===== config.mk =====
export PLATFORM = sky130hd
export DESIGN_NAME = mod_updown_counter
export DESIGN_NICKNAME = d
export VERILOG_FILES = /design/src/rtl/counter_pkg.sv /design/src/rtl/ce_prescaler.sv /design/src/rtl/mod_updown_counter.sv
export SDC_FILE = /design/constraint.sdc
export NUM_CORES = 1
export LEC_CHECK = 0
export BUFFER_PORTS_ARGS = -buffer_cell sky130_fd_sc_hd__buf_2
export CAP_MARGIN = 20
export CORE_MARGIN = 5
export CORE_UTILIZATION = 52
export CTS_BUF_LIST = sky130_fd_sc_hd__clkbuf_16
export DETAILED_ROUTE_END_ITERATION = 16
export GPL_TIMING_DRIVEN = 0
export PLACE_DENSITY = 0.75
export SKIP_CTS_REPAIR_TIMING = 1
export SYNTH_ARGS = -nofsm -noshare
export SYNTH_HDL_FRONTEND = slang
export SYNTH_SLANG_ARGS = --single-unit

===== constraint.sdc =====
create_clock -name ck -period 2.15 [get_ports ck]
set_input_delay 0 -clock ck [delete_from_list [all_inputs] [get_ports ck]]
set_output_delay 0 -clock ck [all_outputs]
set_load 0.02 [all_outputs]

===== src/rtl/counter_pkg.sv =====
// Shared constants for the lab counter family: direction encodings and the
// default width/top used by the lab top levels.
package counter_pkg;

  localparam logic DIR_DOWN = 1'b0;
  localparam logic DIR_UP   = 1'b1;

  localparam int unsigned W_DEF   = 5;
  localparam int unsigned TOP_DEF = 24;

endpackage


===== src/rtl/ce_prescaler.sv =====
// Clock-enable prescaler: emits a one-cycle tick once every PRESCALE enabled
// cycles. The phase only advances while en is high; clr restarts the phase.
module ce_prescaler #(
  parameter int unsigned PRESCALE = 1
) (
  input  logic ck,
  input  logic rs,
  input  logic en,
  input  logic clr,
  output logic tick
);

  // Keep a 1-bit phase for PRESCALE=1 so the register never has zero width.
  localparam int unsigned PW = (PRESCALE > 1) ? $clog2(PRESCALE) : 1;
  localparam logic [PW-1:0] PhaseLast = PW'(PRESCALE - 1);

  logic [PW-1:0] phase_q, phase_d;

  assign tick = en && (phase_q == PhaseLast);

  always_comb begin
    phase_d = phase_q;
    if (clr) begin
      phase_d = '0;
    end else if (en) begin
      phase_d = tick ? '0 : phase_q + 1'b1;
    end
  end

  always_ff @(posedge ck or posedge rs) begin
    if (rs) begin
      phase_q <= '0;
    end else begin
      phase_q <= phase_d;
    end
  end

endmodule


===== src/rtl/mod_updown_counter.sv =====
// Modulo up/down counter with programmable top value, synchronous load,
// built-in clock-enable prescaler and a registered terminal-count pulse.
module mod_updown_counter
  import counter_pkg::*;
#(
  parameter int unsigned W        = W_DEF,
  parameter int unsigned TOP_RST  = TOP_DEF,
  parameter int unsigned PRESCALE = 1
) (
  input  logic         ck,
  input  logic         rs,
  input  logic         en,
  input  logic         dir,
  input  logic         ld,
  input  logic [W-1:0] d,
  input  logic         ld_top,
  input  logic [W-1:0] top_in,
  output logic [W-1:0] q,
  output logic         tc,
  output logic [W-1:0] top
);

  localparam logic [W-1:0] TopRst = W'(TOP_RST);

  logic [W-1:0] q_q, q_d;
  logic [W-1:0] top_q, top_d;
  logic         tc_q, tc_d;
  logic         tick;

  ce_prescaler #(
    .PRESCALE (PRESCALE)
  ) u_prescaler (
    .ck   (ck),
    .rs   (rs),
    .en   (en),
    .clr  (ld),
    .tick (tick)
  );

  // Load and step both use the pre-update top; a new top applies next cycle.
  always_comb begin
    q_d   = q_q;
    tc_d  = 1'b0;
    top_d = ld_top ? top_in : top_q;
    if (ld) begin
      q_d = (d > top_q) ? top_q : d;
    end else if (tick) begin
      if (dir == DIR_UP) begin
        // >= so a q stranded above a lowered top wraps on the next step.
        if (q_q >= top_q) begin
          q_d  = '0;
          tc_d = 1'b1;
        end else begin
          q_d = q_q + 1'b1;
        end
      end else begin
        if (q_q == '0) begin
          q_d  = top_q;
          tc_d = 1'b1;
        end else begin
          q_d = q_q - 1'b1;
        end
      end
    end
  end

  always_ff @(posedge ck or posedge rs) begin
    if (rs) begin
      q_q   <= TopRst;
      top_q <= TopRst;
      tc_q  <= 1'b0;
    end else begin
      q_q   <= q_d;
      top_q <= top_d;
      tc_q  <= tc_d;
    end
  end

  assign q   = q_q;
  assign tc  = tc_q;
  assign top = top_q;

endmodule


==> out/qor.log <==
[floorplanning] effective utilization at floorplan 53.67%
[logic_synthesis] Yosys reg bits 12
[pwr] switching portion of total power 37.00%
[timing] slack of the critical path -32.03 ps
[clock_tree] number of buffers inserted during clock tree synthesis 3
[pwr] portion of total power attributed to combinational logic 41.9%
[setup_path] Worst EP arrival 2330 ps
[logic_synthesis] mean cell area of the mapped netlist 8.758 µm²
[job] Max-Cap Viols 0
[detailed_routing] average routed wire per standard cell 15.72 µm
[clock_tree] CTS tree built
[timing] final number of max-transition violations 0
[worst_hold_path] depth of the worst hold-timing path 3
[timing] Clock Skews 1.358 ps
[outcome] outcome finished, violations left
[global_route] number of global-route vias before repair 991
[floorplanning] height of the chip 54.77 µm
[global_route] antenna violations before repair 0
[timing] final hold slack -36.53 ps
[detailed_routing] Detail Route Antenna Nets 0
[placed_design] number of buffers inserted by port buffering 25
[detailed_routing] number of design rule violations left after detail routing 0
[timing] number of hold violations in the final report 2
[setup_path] type of the worst setup path register to register
[clock_tree] insertion delay to the later sink of the worst-skew pair 240 ps
[placed_design] hpwl dp 2.041 mm
[setup_path] depth of the worst register-to-register path 7
[layout] commonest cells after routing, fill and taps aside 26 x buf_2, 11 x inv_1, 10 x o21ai_0, 10 x ha_1, 9 x nand2_1
[global_route] residual overflow from global routing 0
[pwr] fraction of power consumed by sequential logic 27.6%
[outcome] failing checks negative hold slack, negative setup slack
[layout] fraction of layout cells with a size suffix above 1 30.13%
[detailed_routing] initial detailed-routing violation count 20
[logic_synthesis] proportion of synthesized chip area in sequential cells 29.29%
[clock_tree] Longest Clk Path Bufs 2
[layout] area growth from synthesis to final layout 33.73%
[placed_design] RD Place Congestion 0.9043
[layout] most common cell after layout, fill and taps aside buf_2
[timing] final-report setup violation count 2
[logic_synthesis] synthesized area 1042 µm²
[layout] finished layout cell area 1394 µm²
[floorplanning] Die Outline Area 3000 µm²
[clock_tree] Root Buffer Master clkbuf_16
[pwr] cell internal power dissipation 0.0007221 W
[floorplanning] placement row count 16
[timing] Worst-Margin Slew 480.9 ps
[setup_path] largest fanout on the critical path 4
[pwr] power per standard cell area 822.4 nW/µm²
[setup_path] endpoint class of the critical path register
[setup_path] kind of launch point of the worst setup path register
[pwr] power spent charging and discharging nets 0.0004242 W
[clock_tree] clock sink count 12
[setup_path] required time reported for the critical path endpoint 2300 ps
[worst_hold_path] Hold Crit Class input pin to register
[placed_design] standard cell area after detailed placement 1201 µm²
[detailed_routing] via count of the routed design 1,075
[timing] final period demand of the worst path 2182 ps
[timing] RSZ-0062 raised after global routing true
[timing] final worst-path cycle share 101.5%
[logic_synthesis] Syn Nets 147
[detailed_routing] post-detailed-route via-to-cell ratio 5.874
[logic_synthesis] Cell variety after synth 39
[pwr] leakage power summed over all cells 0.6345 nW
[logic_synthesis] warnings from Yosys 0
[pwr] fraction of power consumed by the clock network 30.5%
[pwr] total power 0.001146 W
[detailed_routing] length of the first detailed-routing pass in iterations 4
[setup_path] Worst R2R Setup Slack -30 ps
[clock_tree] CTS clock-pin slew for the worst setup and hold paths 40 ps
[layout] non-filler cells in the finished layout 183
[timing] highest clock frequency the design can meet 458.3 MHz
[pwr] VDD IR-drop max 0.6002 mV
[global_route] pin count of the biggest net entering global routing 13
[placed_design] placed cells 171
[global_route] global-route wire length before repair 4.422 mm
[floorplanning] width of the die 54.77 µm
[detailed_routing] Routed WL 2.877 mm
[floorplanning] placeable core region 1942 µm²
[global_route] global-route total usage across every layer 21.34%
[clock_tree] CTS HTree Levels 1
[floorplanning] number of top-level pins 27
[timing] relative slew slack 67.49%
[layout] number of antenna repair diodes 0
[logic_synthesis] synthesized netlist cell count 119
[layout] Total Nets Final 185
## routing by layer
metal	wire length, µm	up-vias	share of wire [%]	GRT usage (%)
li1	-	522	-	-
met5	0	-	0	0
met4	106	0	3.7	13.28
met2	1384	36	48	34.06
met1	1223	508	43	26.37
met3	163	9	5.7	3.542
## cell families (layout without fill, tap and decap cells)
logic type	after synthesis	after routing	synth area share, %
compound gates	39	39	26.65
simple gates	34	34	17.65
buf+inv	16	53	6.602
fa+ha+maj	12	12	14.41
flops	12	12	29.29
xor+xnor	4	4	3.362
mux	2	2	2.041
## power by group through the flow
stage | Combinational, W | Sequential, W | Clock, W
CTS | 0.000441 | 0.000315 | 0.000351
finish | 0.000480 | 0.000317 | 0.000350
global placement | 0.000422 | 0.000315 | 0
detailed placement | 0.000437 | 0.000318 | 0
floorplan | 0.000284 | 0.000351 | 0
global route | 0.000536 | 0.000322 | 0.000368
## synth_stat cells
library cell	number	area (µm²)
ha_1	12	150.1
inv_1	12	45.04
o21ai_0	12	60.06
nand2_1	9	33.78
dfrtp_1	8	200.2
a211oi_1	5	37.54
nor2_1	5	18.77
dfstp_2	4	105.1
nand3_1	4	20.02
o22ai_1	4	25.02
a21oi_1	3	15.01
a221oi_1	3	26.28
nand2b_1	3	18.77
nor3_1	3	15.01
xnor2_1	3	26.28
a211o_1	2	17.52
a311oi_1	2	17.52
and3_1	2	12.51
clkbuf_1	2	7.510
nor3b_1	2	15.01
a21o_1	1	7.510
a221o_1	1	10.01
a31oi_1	1	6.260
a31oi_4	1	21.27
and4_1	1	8.760
buf_2	1	5.000
buf_6	1	11.26
mux2_2	1	11.26
mux2i_1	1	10.01
nand2_2	1	6.260
nand4_1	1	6.260
nor2b_1	1	6.260
nor4b_1	1	8.760
o211ai_1	1	7.510
o221ai_1	1	8.760
o311ai_0	1	8.760
o32ai_1	1	8.760
or4b_4	1	13.76
xor2_1	1	8.760
## sequential cells by signal, summed over array words and instances (netlist names)
register / flops
q: 5
tc: 1
u_prescaler.phase_q: 1
top: 5
## through the flow
stage	setup slack (ps)	hold WS (ps)	utilization, %	setup TNS [ps]
4_1_cts	-59.26	-216.1	65.91	-59.26
6_report	-32.03	-36.53	71.78	-52.04
5_1_grt	-166.0	11.48	71.78	-520.0
3_3_place_gp	-24.77	22.17	61.86	-24.77
2_1_floorplan	67.71	-138.2	-	0
3_5_place_dp	-45.25	34.63	61.86	-45.25
## worst max-delay path: stages, from the launching register on
cell and delay [ps]:
dfstp_2 550, clkinvlp_4 150, ha_4 310, nand4_1 140, o221ai_1 400, o32ai_1 140
a21o_1 170, a211oi_1 240
## path summary, 6_finish.rpt
check,startpoint,to
worst min-delay path,top_in[3],top[3]$_DFFE_PP1P_
min in group asynchronous,rs,top[0]$_DFFE_PP0P_
worst max-delay path,top[4]$_DFFE_PP1P_,q[4]$_DFFE_PP1P_
worst min register to register,u_prescaler.phase_q$_DFFE_PP0P_,u_prescaler.phase_q$_DFFE_PP0P_
worst max register to register,top[4]$_DFFE_PP1P_,q[4]$_DFFE_PP1P_
max in group asynchronous,rs,q[3]$_DFFE_PP1P_
## area by class of cell
cell class,instances,area [µm²]
tap,27,33.78
inverter,12,48.80
clock buffer,3,75.07
multi-input combinational,91,705.7
timing repair buffer,33,197.7
buffer,4,23.77
fill,166,548.0
sequential,12,305.3
clock inverter,1,3.754
Power figures use the tool's default switching activity.
